`src/rtl/regfile_2w2r_if.sv`:
```
// rtl/regfile_2w2r_if.sv - Decode/ALU-side signal bundle for the 2-write 2-read register file
interface regfile_2w2r_if #(
    parameter int DATA_W = 32,
    parameter int ADDR_W = 5
);
    logic              ready;
    logic              rd_en;
    logic [ADDR_W-1:0] register1;
    logic [ADDR_W-1:0] register2;
    logic [DATA_W-1:0] immediate;
    logic              ALUSrc;
    logic [DATA_W-1:0] data1;
    logic [DATA_W-1:0] data2;
    logic              RegWrite0;
    logic [ADDR_W-1:0] writeRegister0;
    logic [DATA_W-1:0] writeData0;
    logic              RegWrite1;
    logic [ADDR_W-1:0] writeRegister1;
    logic [DATA_W-1:0] writeData1;
    logic              wr_conflict;

    modport master (
        input  ready, data1, data2, wr_conflict,
        output rd_en, register1, register2, immediate, ALUSrc,
               RegWrite0, writeRegister0, writeData0,
               RegWrite1, writeRegister1, writeData1
    );

    modport slave (
        output ready, data1, data2, wr_conflict,
        input  rd_en, register1, register2, immediate, ALUSrc,
               RegWrite0, writeRegister0, writeData0,
               RegWrite1, writeRegister1, writeData1
    );
endinterface

```
`src/rtl/regfile_2w2r.sv`:
```
// rtl/regfile_2w2r.sv - 2-write 2-read register file with registered reads, bypass and post-reset clear sweep
module regfile_2w2r #(
    parameter int DATA_W   = 32,
    parameter int ADDR_W   = 5,
    parameter int ZERO_REG = 0
) (
    input  logic           clk,
    input  logic           reset,
    regfile_2w2r_if.slave  rf
);
    localparam int                DEPTH     = 1 << ADDR_W;
    localparam logic [ADDR_W-1:0] ZERO_ADDR = ADDR_W'(ZERO_REG);
    localparam logic [ADDR_W-1:0] LAST_IDX  = ADDR_W'(DEPTH - 1);

    typedef enum logic {ST_INIT, ST_RUN} state_t;

    state_t            state_q, state_d;
    logic [ADDR_W-1:0] clr_idx_q, clr_idx_d;
    logic              ready_q, ready_d;
    logic [DATA_W-1:0] data1_q, data1_d;
    logic [DATA_W-1:0] data2_q, data2_d;
    logic              wr_conflict_q, wr_conflict_d;

    logic [DATA_W-1:0] mem [DEPTH];

    logic              run;
    logic              clr_we;
    logic              we0, we1;
    logic [DATA_W-1:0] rd1_val, rd2_val;

    always_comb begin
        run = (state_q == ST_RUN);
        we0 = run && rf.RegWrite0 && (rf.writeRegister0 != ZERO_ADDR);
        we1 = run && rf.RegWrite1 && (rf.writeRegister1 != ZERO_ADDR);

        // Port 1 wins over port 0 on the bypass path, matching array priority
        rd1_val = mem[rf.register1];
        if (rf.register1 == ZERO_ADDR)                       rd1_val = '0;
        else if (we1 && rf.writeRegister1 == rf.register1)   rd1_val = rf.writeData1;
        else if (we0 && rf.writeRegister0 == rf.register1)   rd1_val = rf.writeData0;

        rd2_val = mem[rf.register2];
        if (rf.register2 == ZERO_ADDR)                       rd2_val = '0;
        else if (we1 && rf.writeRegister1 == rf.register2)   rd2_val = rf.writeData1;
        else if (we0 && rf.writeRegister0 == rf.register2)   rd2_val = rf.writeData0;
    end

    always_comb begin
        state_d       = state_q;
        clr_idx_d     = clr_idx_q;
        clr_we        = 1'b0;
        data1_d       = data1_q;
        data2_d       = data2_q;
        wr_conflict_d = we0 && we1 && (rf.writeRegister0 == rf.writeRegister1);

        case (state_q)
            ST_INIT: begin
                clr_we    = 1'b1;
                clr_idx_d = clr_idx_q + 1'b1;
                if (clr_idx_q == LAST_IDX) state_d = ST_RUN;
            end
            ST_RUN: begin
                if (rf.rd_en) begin
                    data1_d = rd1_val;
                    data2_d = rf.ALUSrc ? rf.immediate : rd2_val;
                end
            end
            default: state_d = ST_INIT;
        endcase

        ready_d = (state_d == ST_RUN);
    end

    always_ff @(posedge clk) begin
        if (reset) begin
            state_q       <= ST_INIT;
            clr_idx_q     <= '0;
            ready_q       <= 1'b0;
            data1_q       <= '0;
            data2_q       <= '0;
            wr_conflict_q <= 1'b0;
        end else begin
            state_q       <= state_d;
            clr_idx_q     <= clr_idx_d;
            ready_q       <= ready_d;
            data1_q       <= data1_d;
            data2_q       <= data2_d;
            wr_conflict_q <= wr_conflict_d;
        end
    end

    // Array carries no reset so it can map to RAM; the sweep clears it instead
    always_ff @(posedge clk) begin
        if (!reset) begin
            if (clr_we) mem[clr_idx_q]         <= '0;
            if (we0)    mem[rf.writeRegister0] <= rf.writeData0;
            if (we1)    mem[rf.writeRegister1] <= rf.writeData1;
        end
    end

    assign rf.ready       = ready_q;
    assign rf.data1       = data1_q;
    assign rf.data2       = data2_q;
    assign rf.wr_conflict = wr_conflict_q;
endmodule

```
`src/flat_wrapper.sv`:
```
// flat-port wrapper written by rule: the top's interface ports become plain ports
module regfile_2w2r_flat 
#(
    parameter int DATA_W   = 32,
    parameter int ADDR_W   = 5,
    parameter int ZERO_REG = 0
)
  (clk, reset, rf_ready, rf_data1, rf_data2, rf_wr_conflict, rf_rd_en, rf_register1, rf_register2, rf_immediate, rf_ALUSrc, rf_RegWrite0, rf_writeRegister0, rf_writeData0, rf_RegWrite1, rf_writeRegister1, rf_writeData1);
  regfile_2w2r_if #(.DATA_W(DATA_W), .ADDR_W(ADDR_W)) rf_i ();
  input  logic clk;
  input  logic reset;
  output wire logic [$bits(rf_i.ready)-1:0] rf_ready;
  output wire logic [$bits(rf_i.data1)-1:0] rf_data1;
  output wire logic [$bits(rf_i.data2)-1:0] rf_data2;
  output wire logic [$bits(rf_i.wr_conflict)-1:0] rf_wr_conflict;
  input wire logic [$bits(rf_i.rd_en)-1:0] rf_rd_en;
  input wire logic [$bits(rf_i.register1)-1:0] rf_register1;
  input wire logic [$bits(rf_i.register2)-1:0] rf_register2;
  input wire logic [$bits(rf_i.immediate)-1:0] rf_immediate;
  input wire logic [$bits(rf_i.ALUSrc)-1:0] rf_ALUSrc;
  input wire logic [$bits(rf_i.RegWrite0)-1:0] rf_RegWrite0;
  input wire logic [$bits(rf_i.writeRegister0)-1:0] rf_writeRegister0;
  input wire logic [$bits(rf_i.writeData0)-1:0] rf_writeData0;
  input wire logic [$bits(rf_i.RegWrite1)-1:0] rf_RegWrite1;
  input wire logic [$bits(rf_i.writeRegister1)-1:0] rf_writeRegister1;
  input wire logic [$bits(rf_i.writeData1)-1:0] rf_writeData1;
  assign rf_ready = rf_i.ready;
  assign rf_data1 = rf_i.data1;
  assign rf_data2 = rf_i.data2;
  assign rf_wr_conflict = rf_i.wr_conflict;
  assign rf_i.rd_en = rf_rd_en;
  assign rf_i.register1 = rf_register1;
  assign rf_i.register2 = rf_register2;
  assign rf_i.immediate = rf_immediate;
  assign rf_i.ALUSrc = rf_ALUSrc;
  assign rf_i.RegWrite0 = rf_RegWrite0;
  assign rf_i.writeRegister0 = rf_writeRegister0;
  assign rf_i.writeData0 = rf_writeData0;
  assign rf_i.RegWrite1 = rf_RegWrite1;
  assign rf_i.writeRegister1 = rf_writeRegister1;
  assign rf_i.writeData1 = rf_writeData1;
  regfile_2w2r #(.DATA_W(DATA_W), .ADDR_W(ADDR_W), .ZERO_REG(ZERO_REG)) u_core (.clk(clk), .reset(reset), .rf(rf_i));
endmodule
```
`config.mk`:
```
export PLATFORM = sky130hd
export DESIGN_NAME = regfile_2w2r_flat
export DESIGN_NICKNAME = d
export VERILOG_FILES = /design/src/rtl/regfile_2w2r_if.sv /design/src/rtl/regfile_2w2r.sv /design/src/flat_wrapper.sv
export SDC_FILE = /design/constraint.sdc
export NUM_CORES = 2
export LEC_CHECK = 0
export ABC_AREA = 1
export BUFFER_PORTS_ARGS = -buffer_cell sky130_fd_sc_hd__buf_4
export CAP_MARGIN = 20
export CELL_PAD_IN_SITES_DETAIL_PLACEMENT = 0
export CELL_PAD_IN_SITES_GLOBAL_PLACEMENT = 1
export CORE_MARGIN = 3
export CORE_UTILIZATION = 30
export DETAILED_ROUTE_END_ITERATION = 10
export GPL_TIMING_DRIVEN = 1
export PLACE_DENSITY = 0.59
export RECOVER_POWER = 50
export SLEW_MARGIN = 10
export SYNTH_ARGS = -nofsm -noshare
export SYNTH_HDL_FRONTEND = slang
export SYNTH_SLANG_ARGS = --single-unit
```
`constraint.sdc`:
```
create_clock -name clk -period 8.1 [get_ports clk]
set_input_delay 0.81 -clock clk [delete_from_list [all_inputs] [get_ports clk]]
set_output_delay 0.81 -clock clk [all_outputs]
set_load 0.01 [all_outputs]
```
==> flow_summary.json <==
{
  "start_util_pct": 30.2,
  "grt_max_degree": 150,
  "pwr-share-seq_pct": 43.6,
  "top_layer": "met4",
  "drive_above_1_share_pct": 6.39,
  "hold_ws_ps": 301,
  "netlist_top_cells_count": "3820 x nand2_1, 1229 x nand3_1, 1120 x o21ai_0",
  "yosys-top-cells-area": "edfxtp_1 46%, nand2_1 21%, nand3_1 9.1%, o21ai_0 8.3%, buf_2 3.6%",
  "slowest_delay_ps": 1730,
  "wl_met3_um": 34500,
  "track_usage_pct": 27.6,
  "setup_tns_ps": 0,
  "firstDrtPassIters": 6,
  "yosysSeqAreaShare_pct": 47.8,
  "setup_viol_count_final": 0,
  "numCtsBuffers": 142,
  "hold_depth": 3,
  "num-nets-final": 8873,
  "routed-wl-met2_um": 143000,
  "period_share_pct": 76.4,
  "dp_cells": 11600,
  "switching_share_pct": 28.3,
  "crit_chain": "clkbuf_1 > inv_1 > nand2_1 > nand2_1 > o21ai_0 > nand3_2 > o21ai_4 > buf_4",
  "cts_buffer_depth": 3,
  "syn_inst": 9151,
  "nFillCells": 23500,
  "period_minus_slack_ps": 6190,
  "cts-htree-levels": 4,
  "post-cts-setup-buffer-count": 0,
  "required_ps": 8530,
  "reg2regPathDepth": 8,
  "num_vias": 65100,
  "finalWorstSetupSlack_ps": 1910,
  "syn_area_um2": 67200,
  "wl_met1_um": 141000,
  "finClkSkew_ps": 32.0,
  "ys.flop_type": "edfxtp_1",
  "die_y_um": 479,
  "cp-start-kind": "input pin",
  "ys_seq_elements": 1095,
  "violations": "capacitance limit, slew limit",
  "clock_latency_ps": 810,
  "wl_per_cell_um": 27.8,
  "path_common_cell": "nand2_1",
  "synth_top_area_share_pct": 45.7,
  "regArea_um2": 32200,
  "intPower_mw": 10.1,
  "worstHoldPathType": "input pin to flop",
  "cp-end-kind": "flop",
  "layout.cells.non_filler": 11800,
  "gr-total-overflow": 0,
  "max_freq_ghz": 0.162,
  "status": "complete, but fails checks",
  "grt_pass1_vias": 59600,
  "drv_slew": 1168,
  "die_area_um2": 230000,
  "drv_cap": 35,
  "avgSynthCellArea_um2": 7.35,
  "hpwl_um": 200000,
  "yosysMostFrequentCell": "nand2_1",
  "synth_edf_count": 1024,
  "power_density_nw_per_um2": 190,
  "place_worst_setup_slack_ps": 3110,
  "final_util_pct": 33.4,
  "synth_top_area_cell": "edfxtp_1",
  "gp_congestion": 0.894,
  "drtIter0Drc": 9316,
  "vias_per_cell": 5.50,
  "antenna_found_initial": 17,
  "grt_setup_unrepaired": "no",
  "arrival_ps": 6610,
  "post_cts_resized": 0,
  "cts_num_sinks": 1095,
  "report.final.hold_viol_count": 0,
  "numPortBuffers": 187,
  "drc": 0,
  "areaGrowthSynthToFinish_pct": 10.6,
  "comb_power_share_pct": 12.0,
  "p_clk_share_pct": 44.4,
  "cts_tree": "yes",
  "synth_cell_type_count": 32,
  "root_buffer": "clkbuf_16",
  "worstMarginPinSlew_ps": 3060,
  "grt_pass1_wl_um": 460000,
  "async_reset_ff_share_pct": 0,
  "ys_warn_count": 0,
  "crit_type": "input pin to flop",
  "slowest_stage": "clkbuf_1",
  "slew_headroom_pct": -104,
  "power_leakage_nw": 28.9,
  "clkTransAtPathRegs_ps": 60,
  "design.portCount": 188,
  "drt-total-wl_um": 329000,
  "p_switching_mw": 3.99,
  "cts_hold_buffers": 0,
  "fp.dieW_um": 479,
  "crit_fanout": 39,
  "synth.net_count": 9275,
  "rows": 173,
  "multiInputGateArea_um2": 30300,
  "ir_drop_mv": 0.234,
  "coreArea_um2": 223000,
  "detail-route-antenna-nets": 0
}
## per-stage QoR
stage | total power, mW | instance area, µm²
finish | 14.1 | 74300
global route | 14.5 | 74300
CTS | 14.1 | 74800
detailed placement | 7.91 | 70300
global placement | 7.91 | 70300
floorplan | 7.13 | 67200
## cells by family (layout without fill, tap and decap cells)
kind of cell             Yosys count  after routing  synth area share [%]
flip-flops                      1095           1095                  47.8
adder cells (fa/ha/maj)            2              2                0.0372
AO/OA/AOI/OAI                   1681           1681                  12.5
XOR/XNOR                          21             21                 0.274
AND/OR/NAND/NOR                 5130           5130                  31.3
buffers and inverters           1222            928                  8.05
other                              0             10                     0
## layout by cell type (no fill, tap or decap), types with 10 or more instances in the layout
master     synthesis  layout
nand2_1         3820    3789
o21ai_0         1120    1284
nand3_1         1229    1229
edfxtp_1        1024    1024
a21oi_1          349     348
inv_1            321     297
buf_4             29     217
clkbuf_16          0     152
clkbuf_1         302     135
dfxtp_1           71      71
nand2_4            0      31
clkinv_1           0      31
o21ai_4            0      30
nor2_1            14      29
inv_2             15      29
clkinv_2           0      19
o21ai_1          206      13
buf_12             0      13
xnor2_1           12      12
diode_2            0      10
nor2_2            32      10
nor3_1            14      10
## path summary, 6_finish.rpt
path	from	end	slack, ps
min	rf_immediate[24]	u_core.rf.data2[24]	300
min reg2reg	u_core.rf.data1[7]	u_core.rf.data1[7]	460
max	reset	u_core.mem[15][18]	1910
max reg2reg	u_core.run	u_core.mem[0][5]	2160
## state kept, by name (all words and copies together), names as in the netlist
register               flops
u_core.clr_idx_q           5
u_core.mem              1024
u_core.rf.data1           32
u_core.rf.data2           32
u_core.rf.wr_conflict      1
u_core.run                 1
## power groups by stage
stage | Clock [mW] | Sequential [mW] | Combinational (mW)
6_report | 6.27 | 6.15 | 1.69
5_1_grt | 6.56 | 6.15 | 1.78
4_1_cts | 6.35 | 6.15 | 1.65
3_5_place_dp | 0 | 6.27 | 1.64
3_3_place_gp | 0 | 6.27 | 1.64
2_1_floorplan | 0 | 6.26 | 0.872
## layer usage
metal / track usage, % / vias to the layer above
li1: - / 29600
met1: 38.7 / 31300
met2: 42.1 / 3679
met3: 6.03 / 529
met4: 9.09 / 0
met5: 0 / -
## worst max-delay path, delay by kind of cell
| kind | cells | cell delay, ps |
|---|---|---|
| buf+inv | 3 | 2850 |
| simple gates | 3 | 1840 |
| compound gates | 2 | 1010 |
## layout make-up
type / instances / area share [%]
Timing Repair Buffer: 339 / 3.24
Multi-Input combinational cell: 6834 / 40.7
Antenna cell: 10 / 0.0337
Clock buffer: 189 / 5.33
Tap cell: 2975 / 5.01
Inverter: 337 / 1.77
Clock inverter: 63 / 0.635
Sequential cell: 1095 / 43.3
Power figures use the tool's default switching activity.
